<file path="config.mk">
export PLATFORM = sky130hd
export DESIGN_NAME = multicycle_controller_flat
export DESIGN_NICKNAME = d
export VERILOG_FILES = /design/src/rtl/ctrl_pkg.sv /design/src/rtl/multicycle_controller_if.sv /design/src/rtl/alu_decoder.sv /design/src/rtl/multicycle_controller.sv /design/src/flat_wrapper.sv
export SDC_FILE = /design/constraint.sdc
export NUM_CORES = 1
export LEC_CHECK = 0
export CORE_MARGIN = 3
export CORE_UTILIZATION = 25
export DETAILED_ROUTE_END_ITERATION = 8
export PLACE_DENSITY = 0.74
export SLEW_MARGIN = 20
export SYNTH_ARGS = -nofsm -noshare
export SYNTH_HDL_FRONTEND = slang
export SYNTH_SLANG_ARGS = --single-unit
export TNS_END_PERCENT = 30
</file>
<file path="constraint.sdc">
create_clock -name clk -period 1.7 [get_ports clk]
set_clock_uncertainty 0.15 [all_clocks]
set_input_delay 0.34 -clock clk [delete_from_list [all_inputs] [get_ports clk]]
set_output_delay 0.34 -clock clk [all_outputs]
set_load 0.05 [all_outputs]
</file>
<file path="src/rtl/ctrl_pkg.sv">
// Shared encodings for the multicycle RISC-V control path: FSM states, opcodes,
// mux selects, ALU operations and the ImmSrc decode helper.
package ctrl_pkg;

  typedef enum logic [3:0] {
    S_BOOT, S_FETCH, S_DECODE, S_MEMADR, S_MEMREAD, S_MEMWB,
    S_MEMWRITE, S_EXECR, S_EXECI, S_ALUWB, S_BEQ, S_JAL
  } state_t;

  localparam logic [6:0] OP_LW    = 7'b0000011;
  localparam logic [6:0] OP_SW    = 7'b0100011;
  localparam logic [6:0] OP_RTYPE = 7'b0110011;
  localparam logic [6:0] OP_IALU  = 7'b0010011;
  localparam logic [6:0] OP_BEQ   = 7'b1100011;
  localparam logic [6:0] OP_JAL   = 7'b1101111;

  localparam logic [2:0] F3_ADDSUB = 3'b000;
  localparam logic [2:0] F3_SLT    = 3'b010;
  localparam logic [2:0] F3_OR     = 3'b110;
  localparam logic [2:0] F3_AND    = 3'b111;

  typedef enum logic [1:0] {IMM_I = 2'b00, IMM_S = 2'b01, IMM_B = 2'b10, IMM_J = 2'b11} imm_src_t;
  typedef enum logic [1:0] {SRCA_PC = 2'b00, SRCA_OLDPC = 2'b01, SRCA_RD1 = 2'b10} alu_src_a_t;
  typedef enum logic [1:0] {SRCB_RD2 = 2'b00, SRCB_IMM = 2'b01, SRCB_FOUR = 2'b10} alu_src_b_t;
  typedef enum logic [1:0] {RES_ALUOUT = 2'b00, RES_DATA = 2'b01, RES_ALURESULT = 2'b10} result_src_t;

  typedef enum logic [2:0] {
    ALU_ADD = 3'b000, ALU_SUB = 3'b001, ALU_AND = 3'b010, ALU_OR = 3'b011, ALU_SLT = 3'b101
  } alu_ctrl_t;

  typedef enum logic [1:0] {ALUOP_ADD = 2'b00, ALUOP_SUB = 2'b01, ALUOP_FUNCT = 2'b10} alu_op_t;

  function automatic imm_src_t imm_src_of(input logic [6:0] op);
    case (op)
      OP_SW:   return IMM_S;
      OP_BEQ:  return IMM_B;
      OP_JAL:  return IMM_J;
      default: return IMM_I;
    endcase
  endfunction

endpackage

</file>
<file path="src/rtl/multicycle_controller_if.sv">
// Control bundle between the multicycle controller and the shared datapath.
interface multicycle_controller_if;
  logic [31:0] instr;
  logic        zero;
  logic        mem_ready;
  logic [1:0]  ImmSrc;
  logic [1:0]  ALUSrcA;
  logic [1:0]  ALUSrcB;
  logic [1:0]  ResultSrc;
  logic [2:0]  ALUControl;
  logic        AdrSrc;
  logic        IRWrite;
  logic        PCWrite;
  logic        RegWrite;
  logic        MemWrite;
  logic        illegal_instr;

  modport slave (
    input  instr, zero, mem_ready,
    output ImmSrc, ALUSrcA, ALUSrcB, ResultSrc, ALUControl,
           AdrSrc, IRWrite, PCWrite, RegWrite, MemWrite, illegal_instr
  );

  modport master (
    output instr, zero, mem_ready,
    input  ImmSrc, ALUSrcA, ALUSrcB, ResultSrc, ALUControl,
           AdrSrc, IRWrite, PCWrite, RegWrite, MemWrite, illegal_instr
  );
endinterface

</file>
<file path="src/rtl/alu_decoder.sv">
// ALU operation decode from the FSM's ALUOp and the instruction's funct fields.
module alu_decoder
  import ctrl_pkg::*;
(
  input  alu_op_t    ALUOp,
  input  logic [2:0] funct3,
  input  logic       op5,
  input  logic       funct7b5,
  output logic [2:0] ALUControl
);

  always_comb begin
    ALUControl = ALU_ADD;
    case (ALUOp)
      ALUOP_SUB: ALUControl = ALU_SUB;
      ALUOP_FUNCT: begin
        case (funct3)
          // Only R-type (op5) with funct7[5] set is a subtract; addi never is.
          F3_ADDSUB: ALUControl = (op5 & funct7b5) ? ALU_SUB : ALU_ADD;
          F3_SLT:    ALUControl = ALU_SLT;
          F3_OR:     ALUControl = ALU_OR;
          F3_AND:    ALUControl = ALU_AND;
          default:   ALUControl = ALU_ADD;
        endcase
      end
      default: ALUControl = ALU_ADD;
    endcase
  end

endmodule

</file>
<file path="src/rtl/multicycle_controller.sv">
// Main control FSM for the multicycle RISC-V core: sequences fetch, decode and
// execute over 3-5 cycles, stalling on mem_ready for every memory access.
module multicycle_controller
  import ctrl_pkg::*;
(
  input logic                    clk,
  input logic                    rst_n,
  multicycle_controller_if.slave bus
);

  state_t      state, state_next;
  alu_op_t     alu_op;
  alu_src_a_t  alu_src_a;
  alu_src_b_t  alu_src_b;
  result_src_t result_src;
  logic        adr_src, ir_write, reg_write, mem_write, illegal;
  logic        branch, pc_update;
  logic        unused_instr_bits;

  always_ff @(posedge clk or negedge rst_n) begin
    if (!rst_n) state <= S_BOOT;
    else        state <= state_next;
  end

  always_comb begin
    state_next = state;
    alu_op     = ALUOP_ADD;
    alu_src_a  = SRCA_PC;
    alu_src_b  = SRCB_RD2;
    result_src = RES_ALUOUT;
    adr_src    = 1'b0;
    ir_write   = 1'b0;
    reg_write  = 1'b0;
    mem_write  = 1'b0;
    illegal    = 1'b0;
    branch     = 1'b0;
    pc_update  = 1'b0;
    unique case (state)
      S_BOOT: state_next = S_FETCH;
      S_FETCH: begin
        alu_src_b  = SRCB_FOUR;
        result_src = RES_ALURESULT;
        if (bus.mem_ready) begin
          ir_write   = 1'b1;
          pc_update  = 1'b1;
          state_next = S_DECODE;
        end
      end
      S_DECODE: begin
        alu_src_a = SRCA_OLDPC;
        alu_src_b = SRCB_IMM;
        case (bus.instr[6:0])
          OP_LW, OP_SW: state_next = S_MEMADR;
          OP_RTYPE:     state_next = S_EXECR;
          OP_IALU:      state_next = S_EXECI;
          OP_BEQ:       state_next = S_BEQ;
          OP_JAL:       state_next = S_JAL;
          default: begin
            illegal    = 1'b1;
            state_next = S_FETCH;
          end
        endcase
      end
      S_MEMADR: begin
        alu_src_a  = SRCA_RD1;
        alu_src_b  = SRCB_IMM;
        state_next = bus.instr[5] ? S_MEMWRITE : S_MEMREAD;
      end
      S_MEMREAD: begin
        adr_src = 1'b1;
        if (bus.mem_ready) state_next = S_MEMWB;
      end
      S_MEMWB: begin
        result_src = RES_DATA;
        reg_write  = 1'b1;
        state_next = S_FETCH;
      end
      S_MEMWRITE: begin
        adr_src   = 1'b1;
        mem_write = 1'b1;
        if (bus.mem_ready) state_next = S_FETCH;
      end
      S_EXECR: begin
        alu_src_a  = SRCA_RD1;
        alu_op     = ALUOP_FUNCT;
        state_next = S_ALUWB;
      end
      S_EXECI: begin
        alu_src_a  = SRCA_RD1;
        alu_src_b  = SRCB_IMM;
        alu_op     = ALUOP_FUNCT;
        state_next = S_ALUWB;
      end
      S_ALUWB: begin
        reg_write  = 1'b1;
        state_next = S_FETCH;
      end
      S_BEQ: begin
        alu_src_a  = SRCA_RD1;
        alu_op     = ALUOP_SUB;
        branch     = 1'b1;
        state_next = S_FETCH;
      end
      S_JAL: begin
        alu_src_a  = SRCA_OLDPC;
        alu_src_b  = SRCB_FOUR;
        pc_update  = 1'b1;
        state_next = S_ALUWB;
      end
      default: state_next = S_BOOT;
    endcase
  end

  alu_decoder u_alu_decoder (
    .ALUOp      (alu_op),
    .funct3     (bus.instr[14:12]),
    .op5        (bus.instr[5]),
    .funct7b5   (bus.instr[30]),
    .ALUControl (bus.ALUControl)
  );

  assign bus.ImmSrc        = imm_src_of(bus.instr[6:0]);
  assign bus.ALUSrcA       = alu_src_a;
  assign bus.ALUSrcB       = alu_src_b;
  assign bus.ResultSrc     = result_src;
  assign bus.AdrSrc        = adr_src;
  assign bus.IRWrite       = ir_write;
  assign bus.PCWrite       = (branch & bus.zero) | pc_update;
  assign bus.RegWrite      = reg_write;
  assign bus.MemWrite      = mem_write;
  assign bus.illegal_instr = illegal;

  assign unused_instr_bits = ^{bus.instr[31], bus.instr[29:15], bus.instr[11:7]};

endmodule

</file>
<file path="src/flat_wrapper.sv">
// flat-port wrapper written by rule: the top's interface ports become plain ports
module multicycle_controller_flat import ctrl_pkg::*;
  (clk, rst_n, bus_instr, bus_zero, bus_mem_ready, bus_ImmSrc, bus_ALUSrcA, bus_ALUSrcB, bus_ResultSrc, bus_ALUControl, bus_AdrSrc, bus_IRWrite, bus_PCWrite, bus_RegWrite, bus_MemWrite, bus_illegal_instr);
  multicycle_controller_if bus_i ();
  input logic clk;
  input logic rst_n;
  input wire logic [$bits(bus_i.instr)-1:0] bus_instr;
  input wire logic [$bits(bus_i.zero)-1:0] bus_zero;
  input wire logic [$bits(bus_i.mem_ready)-1:0] bus_mem_ready;
  output wire logic [$bits(bus_i.ImmSrc)-1:0] bus_ImmSrc;
  output wire logic [$bits(bus_i.ALUSrcA)-1:0] bus_ALUSrcA;
  output wire logic [$bits(bus_i.ALUSrcB)-1:0] bus_ALUSrcB;
  output wire logic [$bits(bus_i.ResultSrc)-1:0] bus_ResultSrc;
  output wire logic [$bits(bus_i.ALUControl)-1:0] bus_ALUControl;
  output wire logic [$bits(bus_i.AdrSrc)-1:0] bus_AdrSrc;
  output wire logic [$bits(bus_i.IRWrite)-1:0] bus_IRWrite;
  output wire logic [$bits(bus_i.PCWrite)-1:0] bus_PCWrite;
  output wire logic [$bits(bus_i.RegWrite)-1:0] bus_RegWrite;
  output wire logic [$bits(bus_i.MemWrite)-1:0] bus_MemWrite;
  output wire logic [$bits(bus_i.illegal_instr)-1:0] bus_illegal_instr;
  assign bus_i.instr = bus_instr;
  assign bus_i.zero = bus_zero;
  assign bus_i.mem_ready = bus_mem_ready;
  assign bus_ImmSrc = bus_i.ImmSrc;
  assign bus_ALUSrcA = bus_i.ALUSrcA;
  assign bus_ALUSrcB = bus_i.ALUSrcB;
  assign bus_ResultSrc = bus_i.ResultSrc;
  assign bus_ALUControl = bus_i.ALUControl;
  assign bus_AdrSrc = bus_i.AdrSrc;
  assign bus_IRWrite = bus_i.IRWrite;
  assign bus_PCWrite = bus_i.PCWrite;
  assign bus_RegWrite = bus_i.RegWrite;
  assign bus_MemWrite = bus_i.MemWrite;
  assign bus_illegal_instr = bus_i.illegal_instr;
  multicycle_controller u_core (.clk(clk), .rst_n(rst_n), .bus(bus_i));
endmodule
</file>
==> impl_metrics.csv <==
group,metric,value,unit
clock_tree,clock_path_buffers,2,
placed_design,numPortBuffers,31,
clock_tree,cts_hold_buf,0,
cells_and_area,antenna_cells,0,
cells_and_area,top_regs,"u_core.state (4)",
setup_path,cp_max_fo,4,
clock_tree,clk_latency,240,ps
sta,hold_viol_final,0,
sta,final.period_utilization,136,%
sta,fin_crit,2310,ps
synth,synth_cell_types,40,
floorplanning,die-area,0.00311,mm2
power_and_ir_drop,comb_power_share,86.4,%
placed_design,detailed_place.area,0.00134,mm2
sta,rsz0062_at_grt,"yes",
clock_tree,ctsRootBufferMaster,"clkbuf_4",
detailed_routing,initialDrtViolationCount,6,
synth,synth-main-ff-cell,"dfrtp_1",
sta,slew_headroom,73.2,%
sta,setup_ws,-606,ps
sta,setup_viol,18,
detailed_routing,via_per_inst,5.04,
detailed_routing,via_count,862,
global_route,gr-total-overflow,0,
clock_tree,clkTransAtPathRegs,40,ps
sta,max_freq,0.434,GHz
setup_path,worstPathRequired,1210,ps
synth,syn_area,619,um2
placed_design,dpl.hpwl,1670,um
sta,timing.hold.ws,140,ps
cells_and_area,drive_above_1_share,71.3,%
global_route,grt_pass1_wl,3970,um
clock_tree,cts_buffers,3,
run_status,outcome,"complete, but fails checks",
floorplanning,start_util,27.2,%
power_and_ir_drop,clkPwrFrac,5.1,%
synth,synthCells,82,
floorplanning,die_x,55.8,um
setup_path,critPathCaptureType,"output pin",
clock_tree,htree_levels,1,
cells_and_area,top_register,"u_core.state",
detailed_routing,ant_nets,0,
synth,synth_edf_count,0,
synth,yosysSeqAreaShare,16.2,%
synth,syn_area_per_cell,7.55,um2
floorplanning,io_pins,53,
clock_tree,cts_tree,"done",
sta,worst_slew_pin_slew,399,ps
placed_design,gp_congestion,0.857,
clock_tree,cts.sinks,4,
synth,async_flop_share,100,%
cells_and_area,largest_reg_flops,4,
power_and_ir_drop,swShare,47.3,%
placed_design,place_ws,-458,ps
power_and_ir_drop,powerDensity,1500,mW/mm2
detailed_routing,drc,0,
global_route,grt_max_degree,12,
floorplanning,row_count,17,
cells_and_area,final_area,0.00161,mm2
synth,ys_seq_elements,4,
synth,ys_warn_count,0,
setup_path,arrival,1820,ps
global_route,antenna_found_initial,0,
sta,final_max_slew_viol_count,0,
synth,synth_nets,120,
floorplanning,core,0.00228,mm2
power_and_ir_drop,switching_power,1.14,mW
power_and_ir_drop,intPower,1.27,mW
flow_run,maxCapViolCount,0,
setup_path,worstSetupPathType,"reg -> out",
cells_and_area,nNetsFinal,183,
cells_and_area,synthToLayoutAreaGrowth,160,%
global_route,grt_pass1_vias,903,
setup_path,startpoint_type,"flip-flop",
power_and_ir_drop,vdd_drop_max,1.36,mV
run_status,violations,"setup timing",
hold_path,hp-class,"in -> async",
floorplanning,die_h,55.8,um
global_route,grt_usage,16.0,%
power_and_ir_drop,leakage,0.682,nW
detailed_routing,wirelength,2620,um
cells_and_area,post-route-util,70.7,%
detailed_routing,wire_per_inst,15.3,um
power_and_ir_drop,power.share.sequential,8.6,%
detailed_routing,drt_pass1_iterations,4,
## Yosys cell counts (all sizes together) (2+ instances only)
master,instances,area share (%)
ha,2,4.0
dfrtp,4,16
or3,2,3.6
mux2i,2,3.2
nor3,6,4.8
inv,4,2.4
nand2b,4,6.5
buf,3,3.8
nor3b,2,4.2
nand2,6,3.6
xor2,2,2.8
nor2,12,7.7
o21ai,4,3.2
a31oi,2,2.0
nor4,2,2.0
a21oi,6,4.8
## worst max-delay path, cell delays in order, from the launching register on
cell     delay [ps]
dfrtp_2         440
nor2b_4         190
a21o_1          200
ha_4            240
nor4_4          320
buf_12          170
## cells in the final DEF (no fill, tap or decap), types with 2 or more instances in the layout
cell / synthesis / final
a21oi_1: 6 / 2
a21oi_2: 0 / 2
a21oi_4: 0 / 2
buf_12: 0 / 16
buf_2: 1 / 5
buf_4: 1 / 23
buf_6: 1 / 10
clkbuf_4: 0 / 3
clkdlybuf4s50_1: 0 / 7
dfrtp_2: 0 / 3
ha_4: 0 / 2
inv_1: 4 / 2
inv_2: 0 / 2
mux2i_1: 2 / 2
nand2_1: 6 / 3
nand2_4: 0 / 2
nand2b_4: 2 / 4
nor2_1: 11 / 3
nor2_2: 1 / 4
nor2_4: 0 / 5
nor3_1: 6 / 3
nor3_4: 0 / 2
nor3b_4: 1 / 2
o21ai_0: 4 / 3
or3_4: 2 / 2
## power by group through the flow
stage | Combinational, mW | Sequential (mW) | Clock, mW
after floorplan | 0.959 | 0.157 | 0
after global placement | 1.64 | 0.186 | 0
after detailed placement | 1.66 | 0.186 | 0
after CTS | 1.76 | 0.188 | 0.127
after global routing | 2.17 | 0.208 | 0.133
final | 2.08 | 0.206 | 0.122
## logic make-up (layout without fill, tap and decap cells)
group / Yosys count / after routing / share of synthesized area (%)
DFF: 4 / 4 / 16.2
buffers and inverters: 8 / 69 / 6.87
xor gates and xnor gates: 3 / 3 / 4.24
and+or+nand+nor: 42 / 42 / 44.0
muxes: 2 / 2 / 3.23
adders and majority gates: 2 / 2 / 4.04
AOI/OAI and AO/OA: 21 / 21 / 21.4
## final timing paths
| kind | startpoint | to | slack (ps) | cells after the start |
|---|---|---|---|---|
| min in group clk | bus_instr[4] | u_core.state[2] | 390 | 4 |
| max in group asynchronous | rst_n | u_core.state[1] | 1080 | 1 |
| hold / removal | rst_n | u_core.state[0] | 140 | 1 |
| setup reg to reg | u_core.state[0] | u_core.state[0] | -90 | 6 |
| hold reg to reg | u_core.state[3] | u_core.state[2] | 560 | 2 |
| setup / recovery | u_core.state[2] | bus_ALUControl[2] | -610 | 5 |
## through the flow
step,instances,power [mW],TNS [ps]
after floorplan,82,1.12,-3660
final,171,2.41,-5000
after global routing,171,2.51,-5950
after global placement,157,1.83,-3840
after CTS,164,2.08,-4670
after detailed placement,157,1.84,-4180
## layer usage
layer | GRT usage (%) | up-vias | share of wire (%)
met5 | 0 | - | 0
met4 | 7.29 | 0 | 1.6
li1 | - | 419 | -
met1 | 16.2 | 408 | 36
met2 | 30.7 | 29 | 57
met3 | 3.48 | 6 | 5.0
## area by class of cell
type	instances	area, um2
inverters	4	15.0
fillers	157	667
clock buffers	3	22.5
flip-flops and latches	4	104
repair buffers	62	709
multi-input cells	70	723
well taps	28	35.0
## timing repair
action                     4_1_cts  5_1_grt
resized for setup               48       26
setup endpoints to repair       21       20
buffers inserted                 4        8
pin swaps                       14       11
cloned                           0        0
(Power assumes the default switching activity.)
